$ cat src/rtl/brc_pkg.sv
// ============================================================================
// Module : brc_pkg
// Shared branch-compare constants, FSM state type and condition helpers.
// Rev    : 1.0
// ============================================================================
`default_nettype none

package brc_pkg;

    localparam logic [2:0] BEQ  = 3'b000;
    localparam logic [2:0] BNE  = 3'b001;
    localparam logic [2:0] BLT  = 3'b100;
    localparam logic [2:0] BGE  = 3'b101;
    localparam logic [2:0] BLTU = 3'b110;
    localparam logic [2:0] BGEU = 3'b111;

    typedef enum logic [1:0] {
        S_IDLE = 2'd0,
        S_CMP  = 2'd1,
        S_DONE = 2'd2
    } state_t;

    function automatic logic f3_illegal(input logic [2:0] f3);
        return (f3 == 3'b010) || (f3 == 3'b011);
    endfunction

    function automatic logic f3_signed(input logic [2:0] f3);
        return (f3 == BLT) || (f3 == BGE);
    endfunction

    function automatic logic branch_taken(input logic [2:0] f3,
                                          input logic       lt,
                                          input logic       eq);
        logic t;
        case (f3)
            BEQ:         t = eq;
            BNE:         t = !eq;
            BLT, BLTU:   t = lt;
            BGE, BGEU:   t = !lt;
            default:     t = 1'b0;
        endcase
        return t;
    endfunction

endpackage

`default_nettype wire

$ cat src/rtl/brc_serial_ctrl_comp8.sv
// ============================================================================
// Module : Comp8_8
// 8-bit cascadable magnitude slice: results qualified by equality of the
// more-significant bytes (equ_in).
// Rev    : 1.0
// ============================================================================
`default_nettype none

module Comp8_8 (
    input  logic [7:0] a,
    input  logic [7:0] b,
    input  logic       equ_in,
    output logic       less,
    output logic       equal
);

    assign less  = equ_in && (a < b);
    assign equal = equ_in && (a == b);

endmodule

`default_nettype wire

$ cat src/rtl/brc_serial_ctrl.sv
// ============================================================================
// Module : brc_serial_ctrl
// Byte-serial branch comparator: one shared 8-bit slice walks MSB to LSB.
// Rev    : 1.0
// ============================================================================
`default_nettype none

module brc_serial_ctrl
    import brc_pkg::*;
#(
    parameter bit EARLY_EXIT = 1'b1
) (
    input  logic        clk,
    input  logic        rst_n,
    input  logic        req_valid,
    output logic        req_ready,
    input  logic [31:0] rs1,
    input  logic [31:0] rs2,
    input  logic [2:0]  funct3,
    output logic        rsp_valid,
    input  logic        rsp_ready,
    output logic        taken,
    output logic        less,
    output logic        equal,
    output logic        illegal
);

    state_t      r_state;
    logic [1:0]  r_idx;
    logic        r_eq_acc;
    logic        r_less_acc;
    logic [31:0] r_op_a;
    logic [31:0] r_op_b;
    logic [2:0]  r_funct3;
    logic        r_taken;
    logic        r_less;
    logic        r_equal;
    logic        r_illegal;

    logic [7:0]  w_byte_a;
    logic [7:0]  w_byte_b;
    logic        w_slice_less;
    logic        w_slice_eq;
    logic        w_less_final;
    logic        w_last;
    logic [31:0] w_sign_flip;

    assign w_byte_a     = r_op_a[{r_idx, 3'b000} +: 8];
    assign w_byte_b     = r_op_b[{r_idx, 3'b000} +: 8];
    assign w_less_final = r_less_acc | w_slice_less;
    assign w_last       = (r_idx == 2'd0) || (EARLY_EXIT && !w_slice_eq);
    // Biasing the sign bit turns two's-complement order into unsigned order.
    assign w_sign_flip  = {f3_signed(funct3), 31'd0};

    Comp8_8 u_comp (
        .a      (w_byte_a),
        .b      (w_byte_b),
        .equ_in (r_eq_acc),
        .less   (w_slice_less),
        .equal  (w_slice_eq)
    );

    always_ff @(posedge clk or negedge rst_n) begin
        if (!rst_n) begin
            r_state    <= S_IDLE;
            r_idx      <= 2'd3;
            r_eq_acc   <= 1'b1;
            r_less_acc <= 1'b0;
            r_op_a     <= 32'd0;
            r_op_b     <= 32'd0;
            r_funct3   <= 3'd0;
            r_taken    <= 1'b0;
            r_less     <= 1'b0;
            r_equal    <= 1'b0;
            r_illegal  <= 1'b0;
        end else begin
            case (r_state)
                S_IDLE: begin
                    if (req_valid) begin
                        r_op_a     <= rs1 ^ w_sign_flip;
                        r_op_b     <= rs2 ^ w_sign_flip;
                        r_funct3   <= funct3;
                        r_idx      <= 2'd3;
                        r_eq_acc   <= 1'b1;
                        r_less_acc <= 1'b0;
                        r_state    <= S_CMP;
                    end
                end
                S_CMP: begin
                    if (f3_illegal(r_funct3)) begin
                        r_illegal <= 1'b1;
                        r_taken   <= 1'b0;
                        r_less    <= 1'b0;
                        r_equal   <= 1'b0;
                        r_state   <= S_DONE;
                    end else begin
                        r_eq_acc   <= w_slice_eq;
                        r_less_acc <= w_less_final;
                        if (w_last) begin
                            r_illegal <= 1'b0;
                            r_less    <= w_less_final;
                            r_equal   <= w_slice_eq;
                            r_taken   <= branch_taken(r_funct3, w_less_final, w_slice_eq);
                            r_state   <= S_DONE;
                        end else begin
                            r_idx <= r_idx - 2'd1;
                        end
                    end
                end
                S_DONE: begin
                    if (rsp_ready) begin
                        r_taken   <= 1'b0;
                        r_less    <= 1'b0;
                        r_equal   <= 1'b0;
                        r_illegal <= 1'b0;
                        r_state   <= S_IDLE;
                    end
                end
                default: r_state <= S_IDLE;
            endcase
        end
    end

    assign req_ready = (r_state == S_IDLE);
    assign rsp_valid = (r_state == S_DONE);
    assign taken     = r_taken;
    assign less      = r_less;
    assign equal     = r_equal;
    assign illegal   = r_illegal;

endmodule

`default_nettype wire
$ cat config.mk
export PLATFORM = sky130hd
export DESIGN_NAME = brc_serial_ctrl
export DESIGN_NICKNAME = d
export VERILOG_FILES = /design/src/rtl/brc_pkg.sv /design/src/rtl/brc_serial_ctrl_comp8.sv /design/src/rtl/brc_serial_ctrl.sv
export SDC_FILE = /design/constraint.sdc
export NUM_CORES = 1
export LEC_CHECK = 0
export BUFFER_PORTS_ARGS = -buffer_cell sky130_fd_sc_hd__buf_2
export CELL_PAD_IN_SITES_DETAIL_PLACEMENT = 0
export CELL_PAD_IN_SITES_GLOBAL_PLACEMENT = 1
export CORE_MARGIN = 4
export CORE_UTILIZATION = 48
export DETAILED_ROUTE_END_ITERATION = 12
export GPL_TIMING_DRIVEN = 0
export PLACE_DENSITY_LB_ADDON = 0.1
export SYNTH_ARGS = -nofsm -noshare
export SYNTH_HDL_FRONTEND = slang
export SYNTH_HIERARCHICAL = 1
export SYNTH_SLANG_ARGS = --single-unit
export TNS_END_PERCENT = 5
$ cat constraint.sdc
create_clock -name clk -period 9.6 [get_ports clk]
set_input_delay 2.88 -clock clk [delete_from_list [all_inputs] [get_ports clk]]
set_output_delay 2.88 -clock clk [all_outputs]
set_load 0.05 [all_outputs]
==> results of run 1 <==
routing by layer:
layer	track usage	part of all wire	vias up
li1	-	-	1089
met1	0.235	0.46	1117
met2	0.299	0.47	53
met3	0.0430	0.058	9
met4	0.0649	0.013	0
met5	0	0	-
worst max path at each step:
stage	to	slack [ns]
finish	rsp_valid	5.44
global route	rsp_valid	5.36
global placement	r_op_b[28]	5.09
CTS	rsp_valid	5.41
detailed placement	r_funct3[2]	5.45
floorplan	rsp_valid	5.52
critical path, stage by stage, from the launching register on:
cell and delay [ns]:
dfrtp_1 0.45, nor2b_1 0.20, buf_2 0.29
through the flow:
stage,hold WS [ns],setup slack [ns],cell area (sq um)
after floorplan,0.475,5.52,3610
after detailed placement,0.476,5.45,4150
after global placement,0.473,5.09,4120
after CTS,0.499,5.41,4340
after global routing,0.512,5.36,4340
final,0.494,5.44,4340
kinds of logic (layout without fill, tap and decap cells):
group / after synthesis / after routing / share of synthesized area
muxes: 82 / 82 / 0.305
DFF: 77 / 77 / 0.534
and+or+nand+nor: 36 / 36 / 0.0537
buffers and inverters: 24 / 117 / 0.0294
AOI/OAI and AO/OA: 20 / 20 / 0.0367
adders and majority gates: 9 / 9 / 0.0312
xor gates and xnor gates: 4 / 4 / 0.00969
other: 0 / 1 / 0
power by group through the flow:
stage / combinational, mW / sequential [mW] / clock [mW]
after floorplan: 0.399 / 0.557 / 0
after global placement: 0.500 / 0.565 / 0
after detailed placement: 0.516 / 0.572 / 0
after CTS: 0.518 / 0.566 / 0.243
after global routing: 0.567 / 0.584 / 0.262
final: 0.507 / 0.565 / 0.238
cell type report:
class	count	area, sq um	area share
sequential	77	1930	0.445
clock buffer	11	141	0.0326
inverter	13	48.8	0.0112
buffer	11	57.6	0.0133
multi-input combinational	151	1580	0.363
antenna	1	2.50	0.000576
clock inverter	5	50.0	0.0115
tap	99	124	0.0285
timing repair buffer	77	410	0.0945
state kept, by name, summed over array words and instances, names as in the netlist:
register and cells:
r_idx 2, equal 1, r_funct3 3, r_state 2
r_op_a 32, illegal 1, taken 1, r_eq_acc 1
less 1, r_less_acc 1, r_op_b 32
synthesized netlist by cell type (2+ instances only):
master and instances:
dfrtp_1 74, mux2_2 66, mux4_2 16, inv_1 13
nor2_1 13, a21oi_1 11, buf_2 10, ha_1 9
nand2b_1 5, nor2b_1 4, xnor2_1 4, dfstp_2 3
nand2_1 3, nor3_1 3, o21ai_0 3, nand4_1 2
o2bb2ai_1 2
==> flow_summary.yaml, run 1 <==
power:
  peakVddDrop_mv: 0.135
  p_int_mw: 0.892
  p_comb_frac: 0.387
  pwr-share-seq: 0.431
  power_density_nw_per_um2: 302
  p_sw_mw: 0.418
  switching_share: 0.319
  p_clk_frac: 0.182
  fin_total_pwr_mw: 1.31
  leakage_nw: 2.00
route:
  vias_per_cell: 5.10
  vias: 2268
  route.antenna.remaining_nets: 0
  dr.pass1.iters: 4
  wl_mm: 7.39
  drc: 0
  wire_per_inst_microns: 16.6
  drtIter0Drc: 88
setup_path:
  worstReg2RegStart: "r_idx[0]"
  crit_start: "r_state[0]"
  r2r-end: "r_idx[1]"
  cp_max_fo: 7
  required_ns: 6.72
  critical_path_class: "flip-flop to primary output"
  reg2regPathDepth: 10
  start_kind: "flip-flop"
  critPathCaptureType: "primary output"
  r2r_setup_slack_ns: 5.94
  crit_arrival_ns: 1.28
clocking:
  postCtsSetupBuffers: 0
  clockBufferDepth: 2
  clkSinkCount: 77
  cts-root-buf: "clkbuf_8"
  hold_buffers: 0
  clkLatencyLatePin_ns: 0.34
  cts_max_level: 3
  numCtsBuffers: 9
  cts_tree: "built"
  path_clk_slew_ns: 0.08
  cts_resized: 0
sta:
  relSlewSlack: 0.565
  setup_viol: 0
  finClkSkew_ns: 0.0116
  rsz0062_at_grt: "false"
  period_share: 0.433
  finalMaxSlewViolations: 0
  fmax_ghz: 0.240
  worst_pin_slew_ns: 0.648
  fin_crit_ns: 4.16
  tns_ns: 0
  hold_viol: 0
global_route:
  grtUsageTotal: 0.182
  grt_pass1_wl_mm: 12.1
  grt_pass1_vias: 2471
  grt_max_degree: 63
  grt_antenna_before_repair: 0
  grt_overflow: 0
cells_and_area:
  fin_cells: 445
  drive_above_1_share: 0.559
  postLayoutCoreUtil: 0.596
  final_common_cell: "buf_2"
  layout_common_cells: "85 x buf_2, 74 x dfrtp_1, 66 x mux2_2"
  fill_cells: 656
  area_delta_synth_final_pct: 20.1
  nets: 420
place:
  dp.cells: 428
  io_buffers: 76
  dp_hpwl_mm: 5.52
  gp_congestion: 0.732
synthesis:
  postSynthCellCount: 252
  yosys-top-cells-area: "dfrtp_1 51%, mux2_2 21%, mux4_2 10%"
  yosysTopAreaCell: "dfrtp_1"
  ys_seq_elements: 77
  synth_ff_type: "dfrtp_1"
  netlist_area_sq_um: 3610
  seq_area_frac_synth: 0.534
  yosys_warnings: 6
  synth_edf_count: 0
  synth.distinct_cells: 28
  syn_nets: 332
  synth_area_per_cell_sq_um: 14.3
  synthArstFlopShare: 1.00
  synth_top_area_share: 0.512
die:
  design.core.area_sq_um: 7290
  num_io_pins: 77
  rows: 31
  die-area_sq_um: 8980
  start_util: 0.496
  fp.dieW_microns: 94.8
  die_h_microns: 94.8
flow_run:
  maxCapViolCount: 0
hold_path:
  min_from: "less"
  holdPathStages: 1
  whs_endpoint: "less"
  hold_class: "flip-flop to flip-flop"
outcome:
  status: "complete, no violations"
(Power assumes the default switching activity.)
==> run 2: changes to the inputs <==
--- a/config.mk
+++ b/config.mk
@@ -9,7 +9,7 @@
 export CELL_PAD_IN_SITES_DETAIL_PLACEMENT = 0
 export CELL_PAD_IN_SITES_GLOBAL_PLACEMENT = 1
 export CORE_MARGIN = 4
-export CORE_UTILIZATION = 48
+export CORE_UTILIZATION = 44
 export DETAILED_ROUTE_END_ITERATION = 12
 export GPL_TIMING_DRIVEN = 0
 export PLACE_DENSITY_LB_ADDON = 0.1
==> constraint.sdc (replaced) <==
create_clock -name clk -period 4.2 [get_ports clk]
set_input_delay 1.26 -clock clk [delete_from_list [all_inputs] [get_ports clk]]
set_output_delay 1.26 -clock clk [all_outputs]
set_load 0.05 [all_outputs]
==> run 2 against run 1 <==
- hold slack worse by 0.0047 ns
- critical path type is now flip-flop to flip-flop
- largest power group unchanged
- clock power up 130%
- flip-flop and latch count unchanged
- design area down 0.14%
- setup slack worse by 5.0 ns
- wire length up 1.6%
- critical endpoint is now r_idx[1]
- cell count up 0.45%
==> flow_summary.yaml, run 2 (synthesis results as in run 1) <==
setup_path:
  path_cells: "buf_4 -> buf_2 -> mux4_2 -> ha_1 -> nand4_1 -> nor3_1 -> nand2b_1 -> nor3b_4 -> nor2_1 -> mux2_2"
  start_kind: "flip-flop"
  cp_slowest_cell: "nor3_1"
  required_ns: 4.48
  critPathMaxStageDelay_ns: 0.62
  crit_arrival_ns: 4.00
  critPathTopFamily: "simple AND/OR/NAND/NOR gates"
  critPathCaptureType: "flip-flop"
  cp_max_fo: 10
  cp.buffers_inverters: 2
  critical_path_class: "flip-flop to flip-flop"
global_route:
  use_met3: 0.0474
  busiest_layer: "met2"
  grt_pass1_vias: 2470
  use_met1: 0.214
  grt_overflow: 0
  grt_pass1_wl_mm: 12.4
  grtUsageTotal: 0.166
  grt_antenna_before_repair: 0
  use_met2: 0.277
  grt_max_degree: 40
die:
  die_h_microns: 98.6
  fp.dieW_microns: 98.6
  start_util: 0.461
  die-area_sq_um: 9730
  design.core.area_sq_um: 7850
  num_io_pins: 77
  rows: 32
cells_and_area:
  final_common_cell: "buf_2"
  area_delta_synth_final_pct: 20.0
  diodes: 0
  fill_cells: 707
  largestRegisters: "r_op_a x32, r_op_b x32, r_funct3 x3"
  fin_cells: 447
  nets: 420
  layout_common_cells: "85 x buf_2, 74 x dfrtp_1, 66 x mux2_2"
  drive_above_1_share: 0.559
sta:
  fin_crit_ns: 3.72
  worst_pin_slew_ns: 0.721
  finalMaxSlewViolations: 0
  period_share: 0.887
  tns_ns: 0
  setup_viol: 0
  fmax_ghz: 0.268
  rsz0062_at_grt: "false"
  hold_viol: 0
  relSlewSlack: 0.516
  finClkSkew_ns: 0.00899
place:
  io_buffers: 76
  dp_hpwl_mm: 5.54
  gp_congestion: 0.727
  dp.cells: 431
clocking:
  cts-root-buf: "clkbuf_8"
  hold_buffers: 0
  cts_max_level: 3
  postCtsSetupBuffers: 0
  clockBufferDepth: 2
  clkSinkCount: 77
  clkLatencyLatePin_ns: 0.35
  path_clk_slew_ns: 0.08
  cts_resized: 0
  cts_tree: "built"
  numCtsBuffers: 9
route:
  route.antenna.remaining_nets: 0
  drtIter0Drc: 82
  wl_mm: 7.51
  vias_per_cell: 5.17
  dr.pass1.iters: 4
  vias: 2313
  drc: 0
  wire_per_inst_microns: 16.8
outcome:
  status: "complete, no violations"
power:
  power_density_nw_per_um2: 690
  peakVddDrop_mv: 0.296
  leakage_nw: 1.99
flow_run:
  maxCapViolCount: 0
hold_path:
  hold_class: "flip-flop to flip-flop"
## run 2: cell types whose count changed in the layout (fill, tap and decap cells not counted), sizes merged
cell and change:
clkinvlp +2, clkinv -1, clkbuf -1, diode -1
## run 2: per-stage QoR
stage / power, mW / setup slack (ns) / hold slack [ns] / util / instance area (sq um)
finish: 2.99 / 0.475 / 0.489 / 0.553 / 4340
global route: 3.22 / 0.193 / 0.522 / 0.553 / 4340
CTS: 3.03 / 0.396 / 0.495 / 0.553 / 4340
detailed placement: 2.48 / 0.404 / 0.473 / 0.528 / 4150
global placement: 2.44 / 0.432 / 0.472 / 0.525 / 4120
floorplan: 2.18 / 1.13 / 0.475 / - / 3610
## run 2: worst paths after layout
kind | end | cells after the start | startpoint | slack (ns)
worst max-delay path | r_idx[1] | 10 | r_idx[0] | 0.48
worst min-delay path | taken | 1 | taken | 0.49
worst max register to register | r_idx[1] | 10 | r_idx[0] | 0.48
worst min register to register | taken | 1 | taken | 0.49
max in group asynchronous | r_idx[1] | 2 | rst_n | 2.68
min in group asynchronous | r_op_a[4] | 1 | rst_n | 0.87
## run 2: per-layer routing
layer	up-vias	part of all wire
li1	1087	-
met1	1178	0.44
met2	44	0.50
met3	4	0.046
met4	0	0.0083
met5	-	0
## run 2: area by class of cell
cell class              count  area (sq um)  share of cell area
plain buffers              11          57.6              0.0133
clock buffers              10           128              0.0294
inverters                  13          48.8              0.0113
well taps                 102           128              0.0294
repair buffers             77           403              0.0929
clock inverters             6          63.8              0.0147
flip-flops and latches     77          1930               0.445
multi-input cells         151          1580               0.364
## run 2: where the power goes
part | leakage [nW] | switching (mW) | internal, mW
Clock | 0.0923 | 0.277 | 0.274
Combinational | 0.992 | 0.506 | 0.649
Sequential | 0.904 | 0.189 | 1.10
==> run 3: changes to the inputs <==
--- a/config.mk
+++ b/config.mk
@@ -5,7 +5,7 @@
 export SDC_FILE = /design/constraint.sdc
 export NUM_CORES = 1
 export LEC_CHECK = 0
-export BUFFER_PORTS_ARGS = -buffer_cell sky130_fd_sc_hd__buf_2
+export BUFFER_PORTS_ARGS = -buffer_cell sky130_fd_sc_hd__buf_4
 export CELL_PAD_IN_SITES_DETAIL_PLACEMENT = 0
 export CELL_PAD_IN_SITES_GLOBAL_PLACEMENT = 1
 export CORE_MARGIN = 4
==> run 3 against run 2 <==
- power is 5.8% higher
- via count shrank 0.26%
- register-to-register slack is essentially flat
- non-clock buffer count down 1
- design area up 5.1%
- core utilization up 2.8 points
- cell count fell by 0.22%
- wire length is 3.2% higher
- largest power group unchanged
==> flow_summary.yaml, run 3 (synthesis results as in run 1) <==
route:
  drtIter0Drc: 75
  dr.pass1.iters: 4
  vias_per_cell: 5.17
  wire_per_inst_microns: 17.4
  vias: 2307
  route.antenna.remaining_nets: 0
  wl_mm: 7.75
  drc: 0
die:
  start_util: 0.461
  die-area_sq_um: 9730
  design.core.area_sq_um: 7850
  rows: 32
  num_io_pins: 77
  fp.dieW_microns: 98.6
  die_h_microns: 98.6
setup_path:
  worstReg2RegStart: "r_idx[0]"
  reg2regPathDepth: 10
  required_ns: 4.48
  critPathCaptureType: "flip-flop"
  start_kind: "flip-flop"
  endpoint: "r_idx[1]"
  crit_start: "r_idx[0]"
  r2r-end: "r_idx[1]"
  r2r_setup_slack_ns: 0.48
  cp_slowest_cell: "mux4_2"
  path_cells: "buf_4 -> buf_2 -> mux4_2 -> ha_1 -> nand4_1 -> nor3_1 -> nand2b_1 -> nor3b_4 -> nor2_1 -> mux2_2"
  crit_arrival_ns: 4.00
  critPathMaxStageDelay_ns: 0.58
  critical_path_class: "flip-flop to flip-flop"
  cp_max_fo: 10
global_route:
  grt_pass1_vias: 2446
  use_met3: 0.0502
  grt_overflow: 0
  grt_max_degree: 78
  use_met1: 0.223
  grt_pass1_wl_mm: 12.5
  use_met2: 0.278
  busiest_layer: "met2"
  grtUsageTotal: 0.170
  grt_antenna_before_repair: 0
place:
  dp_hpwl_mm: 5.53
  io_buffers: 76
  dp.cells: 430
  place_ws_ns: 0.428
  gp_congestion: 0.724
clocking:
  clkLatencyLatePin_ns: 0.35
  clockBufferDepth: 2
  numCtsBuffers: 9
  cts_max_level: 3
  cts_resized: 0
  cts_tree: "built"
  hold_buffers: 0
  postCtsSetupBuffers: 0
  cts-root-buf: "clkbuf_8"
  clkSinkCount: 77
  path_clk_slew_ns: 0.08
sta:
  finalMaxSlewViolations: 0
  fin_crit_ns: 3.72
  rsz0062_at_grt: "false"
  fmax_ghz: 0.269
  setup_slack_ns: 0.476
  worst_pin_slew_ns: 0.971
  relSlewSlack: 0.353
  setup_viol: 0
  finClkSkew_ns: 0.00676
  hold_ws_ns: 0.498
  tns_ns: 0
  period_share: 0.887
  hold_viol: 0
cells_and_area:
  nets: 419
  fin_cells: 446
  diodes: 0
  fill_cells: 702
  final_common_cell: "buf_4"
  layout_common_cells: "77 x buf_4, 74 x dfrtp_1, 66 x mux2_2"
  largestRegisters: "r_op_a x32, r_op_b x32, r_funct3 x3"
  area_delta_synth_final_pct: 26.1
  drive_above_1_share: 0.561
flow_run:
  maxCapViolCount: 0
power:
  leakage_nw: 2.06
  power_density_nw_per_um2: 695
  peakVddDrop_mv: 0.286
  fin_total_pwr_mw: 3.17
outcome:
  status: "complete, no violations"
hold_path:
  hold_class: "flip-flop to flip-flop"
[run 3: cell types whose count changed in the layout (fill, tap and decap cells not counted), sizes merged]
cell	previous run	this run
clkinv	3	1
bufinv	1	3
clkbuf	10	9
buf	88	87
inv	13	14
[run 3: how the worst min path moves through the flow]
stage	to	slack, ns	from	depth (start not counted)
floorplan	r_op_a[16]	0.48	r_op_a[16]	1
global placement	less	0.48	less	1
detailed placement	taken	0.48	taken	1
CTS	taken	0.50	taken	1
global route	r_op_b[20]	0.52	r_op_b[20]	1
finish	taken	0.50	taken	1
[run 3: layout make-up]
cell class | count | area, sq um | area share
plain buffers | 11 | 57.6 | 0.0126
clock buffers | 9 | 124 | 0.0272
clock inverters | 7 | 123 | 0.0269
inverters | 13 | 48.8 | 0.0107
multi-input cells | 151 | 1580 | 0.346
flip-flops and latches | 77 | 1930 | 0.423
well taps | 102 | 128 | 0.0280
repair buffers | 76 | 571 | 0.125
[run 3: power breakdown]
group	switching, mW	internal (mW)
sequential	0.188	1.10
combinational	0.516	0.678
clock	0.290	0.398
[run 3: through the flow]
| stage | util | area [sq um] |
|---|---|---|
| finish | 0.581 | 4560 |
| global route | 0.581 | 4560 |
| CTS | 0.581 | 4560 |
| detailed placement | 0.550 | 4310 |
| global placement | 0.550 | 4310 |
| floorplan | - | 3610 |
[run 3: worst max-delay path: cells and delay by family, from the launching register on]
kind / cells / cell delay (ns)
buffers and inverters: 2 / 0.62
and+or+nand+nor: 5 / 1.35
muxes: 2 / 0.85
DFF: 1 / 0.52
adders and majority gates: 1 / 0.31
[run 3: layer usage]
metal	wire, microns	vias to the layer above
li1	-	1087
met1	3330	1164
met2	3950	49
met3	382	7
met4	78	0
met5	0	-
